**src/rtl/fp64_cvt_to_d_pkg.sv**
```systemverilog
// Shared definitions for the int32/uint32/fp32 -> fp64 converter:
// operand selects, exponent constants, canonical NaN and FSM/kind encodings.
package fp64_cvt_to_d_pkg;

  // in_sel encodings (2'd3 is reserved)
  localparam logic [1:0] CVT_SEL_W  = 2'd0;
  localparam logic [1:0] CVT_SEL_WU = 2'd1;
  localparam logic [1:0] CVT_SEL_S  = 2'd2;

  localparam logic [10:0] FP64_BIAS          = 11'd1023;
  localparam logic [10:0] FP32_TO_FP64_EBIAS = 11'd896;
  // Integer loaded as mant * 2^(1054 - 1023 - 31): unnormalized exponent for bit 31
  localparam logic [10:0] INT_EXP_INIT       = 11'd1054;
  // fp32 subnormals have effective exponent 1 - 127 = -126 -> 897 in fp64 bias
  localparam logic [10:0] FP32_SUBN_EXP      = 11'd897;

  localparam logic [63:0] CVT_CANON_NAN = 64'h7FF8_0000_0000_0000;

  typedef enum logic [1:0] {
    StIdle = 2'd0,
    StNorm = 2'd1,
    StDone = 2'd2
  } cvt_state_e;

  typedef enum logic [2:0] {
    KindZero = 3'd0,
    KindNum  = 3'd1,
    KindInf  = 3'd2,
    KindNan  = 3'd3,
    KindRsvd = 3'd4
  } cvt_kind_e;

endpackage

```
**src/rtl/fp64_cvt_to_d_lzc32.sv**
```systemverilog
// 32-bit leading-zero counter (combinational). Returns 32 for an all-zero input.
module fp64_cvt_to_d_lzc32 (
  input  logic [31:0] i_data,
  output logic [5:0]  o_cnt
);

  logic w_found;

  // Scan from the MSB and stop counting at the first set bit
  always_comb begin
    o_cnt   = 6'd32;
    w_found = 1'b0;
    for (int i = 31; i >= 0; i--) begin
      if (!w_found && i_data[i]) begin
        o_cnt   = 6'(31 - i);
        w_found = 1'b1;
      end
    end
  end

endmodule

```
**src/rtl/fp64_cvt_to_d.sv**
```systemverilog
// Multi-cycle exact converter into fp64: int32 (W), uint32 (WU) and fp32 (S).
// Optional macro FP64_CVT_FAST_NORM_EN replaces the one-bit-per-cycle normalizer
// with a single-cycle leading-zero count plus barrel shift.
module fp64_cvt_to_d
  import fp64_cvt_to_d_pkg::*;
#(
  parameter logic [63:0] CANON_NAN = CVT_CANON_NAN
) (
  input  logic        clk,
  input  logic        rst_n,
  input  logic        i_flush,
  input  logic        i_in_valid,
  output logic        o_in_ready,
  input  logic [1:0]  i_in_sel,
  input  logic [31:0] i_in_data,
  output logic        o_out_valid,
  input  logic        i_out_ready,
  output logic [63:0] o_out_data,
  output logic        o_out_nv
);

  cvt_state_e  r_state, w_state_d;
  cvt_kind_e   r_kind, w_ld_kind;
  logic        r_sign, w_ld_sign;
  logic [31:0] r_mant, w_ld_mant, w_norm_mant;
  logic [10:0] r_exp, w_ld_exp, w_norm_exp;
  logic        r_nv, w_ld_nv;
  logic        r_out_valid, r_out_nv;
  logic [63:0] r_out_data, w_result;
  logic        w_accept, w_norm_done;
  logic [7:0]  w_e32;
  logic [22:0] w_frac;

  assign o_in_ready  = (r_state == StIdle) && !i_flush;
  assign w_accept    = i_in_valid && o_in_ready;
  assign o_out_valid = r_out_valid;
  assign o_out_data  = r_out_data;
  assign o_out_nv    = r_out_nv;
  assign w_e32       = i_in_data[30:23];
  assign w_frac      = i_in_data[22:0];

  // Decode the incoming operand into sign / unnormalized mantissa / exponent / kind
  always_comb begin
    w_ld_sign = 1'b0;
    w_ld_mant = 32'd0;
    w_ld_exp  = INT_EXP_INIT;
    w_ld_kind = KindNum;
    w_ld_nv   = 1'b0;
    case (i_in_sel)
      CVT_SEL_W: begin
        w_ld_sign = i_in_data[31];
        // Two's-complement negate; 0x8000_0000 maps onto itself, which is the right magnitude
        w_ld_mant = i_in_data[31] ? (~i_in_data + 32'd1) : i_in_data;
        if (i_in_data == 32'd0) w_ld_kind = KindZero;
      end
      CVT_SEL_WU: begin
        w_ld_mant = i_in_data;
        if (i_in_data == 32'd0) w_ld_kind = KindZero;
      end
      CVT_SEL_S: begin
        w_ld_sign = i_in_data[31];
        if (w_e32 == 8'hFF) begin
          w_ld_kind = (w_frac == 23'd0) ? KindInf : KindNan;
          w_ld_nv   = (w_frac != 23'd0) && !i_in_data[22];
        end else if (w_e32 == 8'd0) begin
          if (w_frac == 23'd0) begin
            w_ld_kind = KindZero;
          end else begin
            w_ld_mant = {1'b0, w_frac, 8'd0};
            w_ld_exp  = FP32_SUBN_EXP;
          end
        end else begin
          w_ld_mant = {1'b1, w_frac, 8'd0};
          w_ld_exp  = {3'd0, w_e32} + FP32_TO_FP64_EBIAS;
        end
      end
      default: w_ld_kind = KindRsvd;
    endcase
  end

`ifdef FP64_CVT_FAST_NORM_EN
  logic [5:0] w_lzc;

  fp64_cvt_to_d_lzc32 u_lzc (
    .i_data (r_mant),
    .o_cnt  (w_lzc)
  );

  // Whole normalization in one step; non-numbers pass through untouched
  always_comb begin
    w_norm_done = 1'b1;
    w_norm_mant = r_mant;
    w_norm_exp  = r_exp;
    if (r_kind == KindNum) begin
      w_norm_mant = r_mant << w_lzc;
      w_norm_exp  = r_exp - 11'(w_lzc);
    end
  end
`else
  // One-bit-per-cycle normalization step
  always_comb begin
    w_norm_done = (r_kind != KindNum) || r_mant[31];
    w_norm_mant = r_mant;
    w_norm_exp  = r_exp;
    if (!w_norm_done) begin
      w_norm_mant = r_mant << 1;
      w_norm_exp  = r_exp - 11'd1;
    end
  end
`endif

  // Pack the final fp64 result from the normalized registers
  always_comb begin
    w_result = 64'd0;
    unique case (r_kind)
      KindNum:  w_result = {r_sign, r_exp, r_mant[30:0], 21'd0};
      KindZero: w_result = {r_sign, 63'd0};
      KindInf:  w_result = {r_sign, 11'h7FF, 52'd0};
      KindNan:  w_result = CANON_NAN;
      default:  w_result = 64'd0;
    endcase
  end

  // FSM next state; flush beats both accept and the output handshake
  always_comb begin
    w_state_d = r_state;
    if (i_flush) begin
      w_state_d = StIdle;
    end else begin
      unique case (r_state)
        StIdle:  if (w_accept) w_state_d = StNorm;
        StNorm:  if (w_norm_done) w_state_d = StDone;
        StDone:  if (r_out_valid && i_out_ready) w_state_d = StIdle;
        default: w_state_d = StIdle;
      endcase
    end
  end

  // FSM state register
  always_ff @(posedge clk or negedge rst_n) begin
    if (!rst_n) r_state <= StIdle;
    else        r_state <= w_state_d;
  end

  // Operand/normalizer registers and registered outputs
  always_ff @(posedge clk or negedge rst_n) begin
    if (!rst_n) begin
      r_sign      <= 1'b0;
      r_mant      <= 32'd0;
      r_exp       <= 11'd0;
      r_kind      <= KindZero;
      r_nv        <= 1'b0;
      r_out_valid <= 1'b0;
      r_out_data  <= 64'd0;
      r_out_nv    <= 1'b0;
    end else if (i_flush) begin
      r_out_valid <= 1'b0;
    end else begin
      unique case (r_state)
        StIdle: begin
          if (w_accept) begin
            r_sign <= w_ld_sign;
            r_mant <= w_ld_mant;
            r_exp  <= w_ld_exp;
            r_kind <= w_ld_kind;
            r_nv   <= w_ld_nv;
          end
        end
        StNorm: begin
          r_mant <= w_norm_mant;
          r_exp  <= w_norm_exp;
        end
        StDone: begin
          // First DONE cycle captures the result; afterwards hold until consumed
          if (!r_out_valid) begin
            r_out_valid <= 1'b1;
            r_out_data  <= w_result;
            r_out_nv    <= r_nv;
          end else if (i_out_ready) begin
            r_out_valid <= 1'b0;
          end
        end
        default: ;
      endcase
    end
  end

endmodule

```
**config.mk**
```make
export PLATFORM = sky130hd
export DESIGN_NAME = fp64_cvt_to_d
export DESIGN_NICKNAME = d
export VERILOG_FILES = /design/src/rtl/fp64_cvt_to_d_pkg.sv /design/src/rtl/fp64_cvt_to_d_lzc32.sv /design/src/rtl/fp64_cvt_to_d.sv
export SDC_FILE = /design/constraint.sdc
export NUM_CORES = 1
export LEC_CHECK = 0
export ABC_AREA = 1
export CORE_MARGIN = 2
export CORE_UTILIZATION = 35
export CTS_CLUSTER_DIAMETER = 40
export DETAILED_ROUTE_END_ITERATION = 8
export PLACE_DENSITY_LB_ADDON = 0.08
export SLEW_MARGIN = 20
export SYNTH_ARGS = -nofsm -noshare
export SYNTH_HDL_FRONTEND = slang
export SYNTH_HIERARCHICAL = 1
export SYNTH_SLANG_ARGS = --single-unit
```
**constraint.sdc**
```tcl
create_clock -name clk -period 1.5 [get_ports clk]
set_input_delay 0.3 -clock clk [delete_from_list [all_inputs] [get_ports clk]]
set_output_delay 0.3 -clock clk [all_outputs]
set_load 0.02 [all_outputs]
```
==> results of run 1 <==
==> registers in the layout, summed over array words and instances (netlist names) <==
| register | flops |
|---|---|
| r_state | 2 |
| r_sign | 1 |
| r_nv | 1 |
| r_kind | 3 |
| r_exp | 11 |
| o_out_nv | 1 |
| o_out_valid | 1 |
| o_out_data | 43 |
| r_mant | 32 |
==> worst reg2reg max path, cell delays in order (launching register included) <==
cell and delay, ns:
dfrtp_1 0.36, inv_2 0.06, nor2_4 0.12, nand2_2 0.09, nor2_4 0.14, nand3_2 0.11
nand2_4 0.14, inv_8 0.08, buf_12 0.16, a21oi_2 0.14, a21oi_2 0.07
==> placed cells by master, fill, tap and decap left out, drive strengths merged, types with 2 or more instances in the layout <==
master	count
a21oi	109
a22o	2
a22oi	2
a31oi	2
buf	162
clkbuf	19
clkdlybuf4s50	5
clkinvlp	3
conb	21
dfrtp	95
dlygate4sd2	74
ha	2
inv	77
mux2	11
nand2	175
nand3	82
nand4	12
nor2	134
o211ai	3
o21ai	45
o21bai	2
o22ai	16
o31ai	2
xor2	2
==> logic make-up after synthesis <==
kind of cell	synth area share (%)
xor+xnor	0.287
other cells	0.0614
simple gates	30.0
compound gates	17.5
mux	2.03
flops	38.9
buf+inv	10.8
fa+ha+maj	0.410
==> layer usage <==
layer / share of wire (%) / global-route usage [%] / wire (um) / vias to the layer above
li1: - / - / - / 3198
met1: 48 / 33.9 / 10400 / 3125
met2: 45 / 34.8 / 9770 / 213
met3: 5.9 / 3.17 / 1290 / 32
met4: 2.0 / 6.77 / 427 / 0
met5: 0 / 0 / 0 / -
==> final cells by class <==
type	instances	area, um2
Clock buffer	12	256
Clock inverter	4	28.8
Fill cell	1698	7730
Tap cell	225	282
Inverter	77	303
Sequential cell	95	2380
Multi-Input combinational cell	629	3740
Timing Repair Buffer	251	2450
==> report_power, final <==
| part | switching [mW] | leakage, nW | internal (mW) |
|---|---|---|---|
| Combinational | 3.69 | 3.15 | 3.06 |
| Sequential | 1.06 | 1.13 | 3.74 |
| Clock | 1.07 | 0.135 | 1.22 |
| Total | 5.83 | 4.41 | 8.02 |
==> through the flow <==
stage	utilization, %	setup WS [ns]	instances	TNS [ns]
global placement	47.0	-0.700	1247	-38.42
finish	55.0	-0.0690	1293	-1.53
CTS	51.8	-0.0952	1280	-0.845
detailed placement	47.0	-0.666	1247	-37.79
global route	55.0	-0.128	1293	-4.41
floorplan	-	0.0103	862	0
==> what timing repair did <==
action	in CTS	in global routing
gates resized for setup	196	126
endpoints found under the hold margin	95	0
cloned	6	9
pin swaps	27	28
setup endpoints to repair	94	83
setup buffers	10	7
hold buffers	1	0
==> final timing paths <==
| path | endpoint | from | cells past startpoint | slack, ns |
|---|---|---|---|---|
| setup / recovery | r_mant[26] | r_kind[0] | 10 | -0.07 |
| hold / removal | r_mant[1] | i_in_data[1] | 5 | 0.43 |
| setup reg to reg | r_mant[26] | r_kind[0] | 10 | -0.07 |
| hold reg to reg | o_out_data[61] | o_out_data[61] | 1 | 0.50 |
| max in group asynchronous | r_exp[2] | rst_n | 3 | 0.75 |
| min in group asynchronous | o_out_data[54] | rst_n | 3 | 0.47 |
==> impl_metrics.yaml, run 1 <==
pwr:
  power_density_mw_per_mm2: 1470
  power_mw: 13.8
  leakagePower_nw: 4.41
  peakVddDrop_v: 0.000784
layout:
  fin_nets: 1104
  drive_above_1_share_pct: 36.2
  areaGrowthSynthToFinish_pct: 54.6
  n_antenna_cell: 0
  final_area_mm2: 0.00944
yosys:
  yosys_register_bits: 95
  synth.area.top_cells: "dfrtp_1, nand2_1, a21oi_1, nor2_1, nand3_1"
  syn_inst: 842
  synth-seq-area-share_pct: 38.9
  syn_avg_cell_area_um2: 7.25
  yosysWarnings: 6
  synth_top_cell_by_area: "dfrtp_1"
  synth_edf_count: 0
  yosysMostFrequentCell: "nand2_1"
  yosysTopAreaCellShare_pct: 38.9
  synth_cell_type_count: 43
  ys.flop_type: "dfrtp_1"
  async_flop_share_pct: 100
  synth_common_cells: "nand2_1, nor2_1, dfrtp_1, a21oi_1, nand3_1"
  syn_area_mm2: 0.00611
critical_path:
  critPathMaxFanout: 8
  cp_top_family: "simple AND/OR/NAND/NOR gates"
  cpPeakStageDelay_ns: 0.36
  crit_chain: "inv_2 > nor2_4 > nand2_2 > nor2_4 > nand3_2 > nand2_4 > inv_8 > buf_12 > a21oi_2 > a21oi_2"
  critPathRequiredTime_ns: 1.75
  end_kind: "flop"
  critical_path_class: "flop to flop"
  cp_num_buf_inv: 3
  cp-start-kind: "flop"
  cp_slowest_cell: "dfrtp_1"
  cp.arrival_ns: 1.82
status:
  violations: "negative setup slack"
  outcome: "finished, violations left"
clock_tree:
  htreeDepth: 3
  clock-sinks: 95
  cts_made_buffers: 9
  cts_root_buf: "clkbuf_16"
  cts_tree: "yes"
  cts_max_path_buffers: 2
  clkLatencyLatePin_ns: 0.36
  path_clk_slew_ns: 0.07
timing:
  timing.fmax_mhz: 637
  period_needed_ns: 1.57
  fin_crit_sh_pct: 105
  finalMaxSlewViolations: 0
  hold_violations: 0
  skew_ns: 0.00636
  holdWs_ns: 0.426
  setup_viol: 41
  finalWorstSetupSlack_ns: -0.0690
  rsz0062_at_grt: "yes"
floorplan:
  io_pins: 106
  die_h_um: 136
  coreArea_mm2: 0.0172
  initial_core_util_pct: 35.5
  die_x_um: 136
  dieArea_mm2: 0.0185
  rows: 48
min_path:
  worstHoldPathType: "primary input to flop"
grt:
  grt_pass1_wl_mm: 32.3
  grt_pass1_vias: 5939
  antenna_found_initial: 0
  grt-ovfl-total: 0
  gr-usage-all-layers_pct: 23.0
  grt_max_degree: 50
detailed_routing:
  drtIter0Drc: 441
  wl_mm: 21.9
  drc: 0
  routed_via_density: 5.08
  dr.pass1.iters: 5
  antenna_left: 0
  vias: 6568
  wl_per_cell_um: 16.9
place:
  dpl.hpwl_mm: 14.8
  dpl_cell_area_mm2: 0.00807
  numPortBuffers: 84
  gp_congestion: 0.932
job:
  max-cap-violations: 0
Note: power is estimated with default switching activity, not from simulation.
==> inputs of run 2 (changes only) <==
Settings changed: CORE_ASPECT_RATIO from default to 0.75.
==> run 2 against run 1 <==
The run ends with negative hold slack, negative setup slack left. Worst setup slack lost 0.062 ns. Highest routed layer unchanged. Hold slack worse by 0.45 ns. Cell count did not move. Clock skew decreased by 0.0015 ns. Cell area is 3.5% higher. Flip-flop and latch count is the same. Die area about the same. Combinational power grew 4.0%. Register-to-register slack got worse by 0.06 ns.
==> impl_metrics.yaml, run 2 (synthesis results as in run 1) <==
status:
  outcome: "finished, violations left"
  violations: "negative hold slack, negative setup slack"
critical_path:
  cpPeakStageDelay_ns: 0.41
  critical_path_class: "flop to flop"
  end_kind: "flop"
  reg2reg_slack_ns: -0.13
  r2r-end: "r_exp[8]"
  worst_r2r_path_depth: 11
  critPathMaxFanout: 8
  cp-start-kind: "flop"
  critPathRequiredTime_ns: 1.75
  cp_slowest_cell: "dfrtp_1"
  crit_chain: "nor2_4 > nand2_2 > nor2_4 > nand3_2 > nand2_4 > buf_6 > inv_12 > buf_12 > buf_6 > a21oi_2 > a21oi_1"
  rr_startpoint: "r_kind[2]"
  cp.arrival_ns: 1.88
place:
  post-place-ws_ns: -0.726
  gp_congestion: 0.887
  numPortBuffers: 84
  dpl.hpwl_mm: 15.6
  dpl_cell_area_mm2: 0.00804
clock_tree:
  cts_made_buffers: 9
  cts_root_buf: "clkbuf_16"
  path_clk_slew_ns: 0.07
  clock-sinks: 95
  cts_max_path_buffers: 2
  clkLatencyLatePin_ns: 0.36
  htreeDepth: 3
  cts_tree: "yes"
pwr:
  p_sw_share_pct: 42.6
  internal-power_mw: 8.21
  leakagePower_nw: 4.56
  power_density_mw_per_mm2: 1460
  comb_power_share_pct: 49.1
  p_sw_mw: 6.09
  seqPwrFrac_pct: 34.2
  peakVddDrop_v: 0.000925
  clkPwrFrac_pct: 16.7
detailed_routing:
  routed_via_density: 5.23
  drtIter0Drc: 456
  dr.pass1.iters: 5
  wl_per_cell_um: 18.5
  vias: 6758
  wl_mm: 23.9
  antenna_left: 0
  drc: 0
min_path:
  worstHoldPathType: "primary input to asynchronous set/reset pin"
timing:
  slew_headroom_pct: 62.3
  fin_crit_sh_pct: 109
  setup_viol: 38
  worst_slew_pin_slew_ns: 0.566
  skew_ns: 0.00483
  hold_violations: 10
  timing.fmax_mhz: 613
  holdWs_ns: -0.0242
  finalMaxSlewViolations: 0
  finalWorstSetupSlack_ns: -0.131
  rsz0062_at_grt: "yes"
  period_needed_ns: 1.63
floorplan:
  rows: 41
  die_h_um: 118
  die_x_um: 157
  io_pins: 106
  dieArea_mm2: 0.0185
  initial_core_util_pct: 36.1
  coreArea_mm2: 0.0169
grt:
  gr-usage-all-layers_pct: 25.4
  antenna_found_initial: 0
  grt_max_degree: 96
  grt_pass1_wl_mm: 36.5
  grt_pass1_vias: 6582
  grt-ovfl-total: 0
layout:
  n_antenna_cell: 0
  final_cell_mix: "nand2_1, buf_4, dfrtp_1"
  areaGrowthSynthToFinish_pct: 60.0
  fin_nets: 1114
  largest_register_ffs: 43
  final_common_cell: "nand2_1"
  drive_above_1_share_pct: 39.4
  final_area_mm2: 0.00977
job:
  max-cap-violations: 0
run 2: worst max-delay path by stage:
stage | startpoint | to
6_report | r_kind[2] | r_exp[8]
5_1_grt | r_kind[2] | r_exp[8]
4_1_cts | r_kind[0] | r_mant[26]
3_5_place_dp | i_in_data[0] | r_mant[16]
3_3_place_gp | i_in_data[1] | r_mant[16]
2_1_floorplan | i_in_data[1] | r_exp[0]
run 2: worst max-delay path: cells and delay by family (launching register included):
family | cells | cell delay, ns
buffers and inverters | 4 | 0.46
flip-flops | 1 | 0.41
AO/OA/AOI/OAI | 2 | 0.16
AND/OR/NAND/NOR | 5 | 0.50
run 2: power by group through the flow:
stage | clock, mW | combinational (mW) | sequential (mW)
3_5_place_dp | 0 | 5.82 | 4.67
3_3_place_gp | 0 | 5.76 | 4.62
6_report | 2.39 | 7.02 | 4.89
4_1_cts | 2.43 | 6.50 | 4.73
5_1_grt | 2.55 | 7.58 | 5.05
2_1_floorplan | 0 | 2.55 | 5.19
run 2: layer usage:
metal	GRT usage (%)	up-vias	share of wire (%)
li1	-	3223	-
met1	37.1	3312	48
met2	38.9	198	45
met3	3.96	25	5.4
met4	6.71	0	1.6
met5	0	-	0
run 2: what timing repair did:
item	in CTS	in global routing
resized for setup	239	147
setup endpoints to repair	93	71
pin swaps	51	43
gates cloned	10	5
setup buffers	26	10
hold buffers	0	0
run 2: layout make-up:
class,count,area [um2]
inverter,77,307
clock buffer,10,229
timing repair buffer,261,2550
fill,1597,7160
multi-input combinational,629,3970
sequential,95,2380
clock inverter,6,71.3
tap,215,269
run 2: metrics by stage:
step	util [%]	hold slack [ns]	TNS (ns)	power, mW	std cells
2_1_floorplan	-	0.00441	0	7.74	862
3_3_place_gp	47.5	0.398	-38.15	10.4	1233
3_5_place_dp	47.5	0.404	-40.36	10.5	1233
4_1_cts	54.8	0.0176	-2.78	13.7	1283
5_1_grt	57.7	0.0263	-4.05	15.2	1293
6_report	57.7	-0.0242	-1.51	14.3	1293
==> inputs of run 3 (changes only) <==
Settings changed: PLACE_DENSITY from default to 0.64, PLACE_DENSITY_LB_ADDON 0.08 to default.
==> run 3 against run 2 <==
The flow finishes with violations (negative setup slack). Cell area increased by 0.20%. Fmax is 1.1% higher. Count of clock-buffer cells in the layout rose by 1. Critical path type unchanged. Largest power group unchanged.
==> impl_metrics.yaml, run 3 (synthesis results as in run 1) <==
status:
  outcome: "finished, violations left"
  violations: "negative setup slack"
pwr:
  p_sw_share_pct: 41.3
  seqPwrFrac_pct: 32.9
  peakVddDrop_v: 0.000742
  clkPwrFrac_pct: 18.2
  p_sw_mw: 6.06
  comb_power_share_pct: 48.9
  leakagePower_nw: 4.62
  power_mw: 14.7
  power_density_mw_per_mm2: 1500
  internal-power_mw: 8.62
timing:
  setup_viol: 66
  finalWorstSetupSlack_ns: -0.113
  rsz0062_at_grt: "yes"
  fin_setup_tns_ns: -2.78
  hold_violations: 0
  timing.fmax_mhz: 620
  finalMaxSlewViolations: 0
  period_needed_ns: 1.61
  skew_ns: 0.0117
  fin_crit_sh_pct: 108
clock_tree:
  cts_root_buf: "clkbuf_16"
  htreeDepth: 3
  path_clk_slew_ns: 0.07
  clkLatencyLatePin_ns: 0.37
  cts_made_buffers: 9
  cts_tree: "yes"
  clock-sinks: 95
  cts_max_path_buffers: 2
place:
  numPortBuffers: 84
  dpl.hpwl_mm: 14.4
  post-place-ws_ns: -0.660
  gp_congestion: 0.955
layout:
  multiInputGateArea_mm2: 0.00384
  drive_above_1_share_pct: 36.9
  largest_register_ffs: 43
  fill_cells: 1546
  final_cell_mix: "nand2_1, buf_4, dfrtp_1"
  fin_nets: 1120
  seq_area_mm2: 0.00238
  areaGrowthSynthToFinish_pct: 60.3
  n_antenna_cell: 0
  final_common_cell: "nand2_1"
  fin_util_pct: 57.8
detailed_routing:
  drc: 0
  routed_via_density: 5.31
  antenna_left: 0
  dr.pass1.iters: 8
  vias: 6895
  wl_mm: 23.2
  drtIter0Drc: 554
  wl_per_cell_um: 17.8
floorplan:
  die_h_um: 118
  initial_core_util_pct: 36.1
  io_pins: 106
  die_x_um: 157
  dieArea_mm2: 0.0185
  coreArea_mm2: 0.0169
  rows: 41
critical_path:
  cp_num_buf_inv: 3
  critPathMaxFanout: 7
  cp_top_family: "simple AND/OR/NAND/NOR gates"
  setup.worst_path.start: "r_kind[2]"
  end_kind: "flop"
  cp.arrival_ns: 1.90
  rr_startpoint: "r_kind[2]"
  crit_chain: "nor2_4 > nand2_4 > nor2_4 > nand3_2 > nand2_4 > buf_6 > buf_6 > buf_16 > nor2_2 > a21oi_2"
  cpPeakStageDelay_ns: 0.42
  cp-start-kind: "flop"
  critPathRequiredTime_ns: 1.79
  cp_slowest_cell: "dfrtp_1"
  critical_path_class: "flop to flop"
grt:
  grt_pass1_vias: 6475
  gr-usage-all-layers_pct: 23.7
  grt_pass1_wl_mm: 34.2
  grt_max_degree: 60
  antenna_found_initial: 0
  grt-ovfl-total: 0
job:
  max-cap-violations: 0
min_path:
  hold_path_startpoint: "i_in_sel[0]"
  worstHoldPathType: "primary input to flop"
run 3: per-stage QoR:
stage / cells / area (um2) / hold WS (ns)
after global placement: 1225 / 7990 / 0.294
after floorplan: 862 / 6180 / 0.00441
after detailed placement: 1225 / 7990 / 0.296
after global routing: 1299 / 9790 / 0.276
after CTS: 1283 / 9170 / 0.390
final: 1299 / 9790 / 0.260
run 3: final cells by class:
type	count	area share [%]
inverter	77	3.17
timing repair buffer	267	27.0
tap	215	2.75
sequential	95	24.3
clock inverter	5	0.907
multi-input combinational	629	39.2
clock buffer	11	2.58
run 3: worst paths after layout:
path                            slack [ns]  cells past startpoint        endpoint
worst max-delay path                 -0.11                     10        r_exp[8]
worst min-delay path                  0.26                      3       r_kind[2]
worst max register to register       -0.11                     10        r_exp[8]
worst min register to register        0.51                      1        o_out_nv
max in group asynchronous             0.70                      3        r_exp[2]
min in group asynchronous             0.46                      3  o_out_data[27]
run 3: worst reg2reg max path: cells and delay by family (launching register included):
family          cells  cell delay [ns]
buf+inv             3             0.42
compound gates      1             0.13
simple gates        6             0.58
flops               1             0.42
run 3: layer usage:
| layer | GRT usage [%] | vias up | wire length [um] |
|---|---|---|---|
| met4 | 7.34 | 0 | 646 |
| li1 | - | 3236 | - |
| met5 | 0 | - | 0 |
| met1 | 33.3 | 3272 | 10600 |
| met2 | 36.3 | 325 | 10200 |
| met3 | 5.24 | 62 | 1770 |
run 3: what timing repair did:
| item | 4_1_cts | 5_1_grt |
|---|---|---|
| resized for setup | 191 | 157 |
| endpoints found under the setup margin | 112 | 90 |
| gates cloned | 11 | 6 |
| setup buffers | 31 | 15 |
| endpoints found under the hold margin | 95 | 0 |
| pin swaps | 47 | 63 |
| hold buffers | 1 | 0 |
run 3: power by group through the flow:
stage          clock network (mW)  logic, mW  registers (mW)
6_report                     2.67       7.17            4.83
5_1_grt                      2.81       7.71            4.97
3_5_place_dp                    0       5.76            4.67
2_1_floorplan                   0       2.55            5.19
4_1_cts                      2.71       6.39            4.66
3_3_place_gp                    0       5.67            4.64
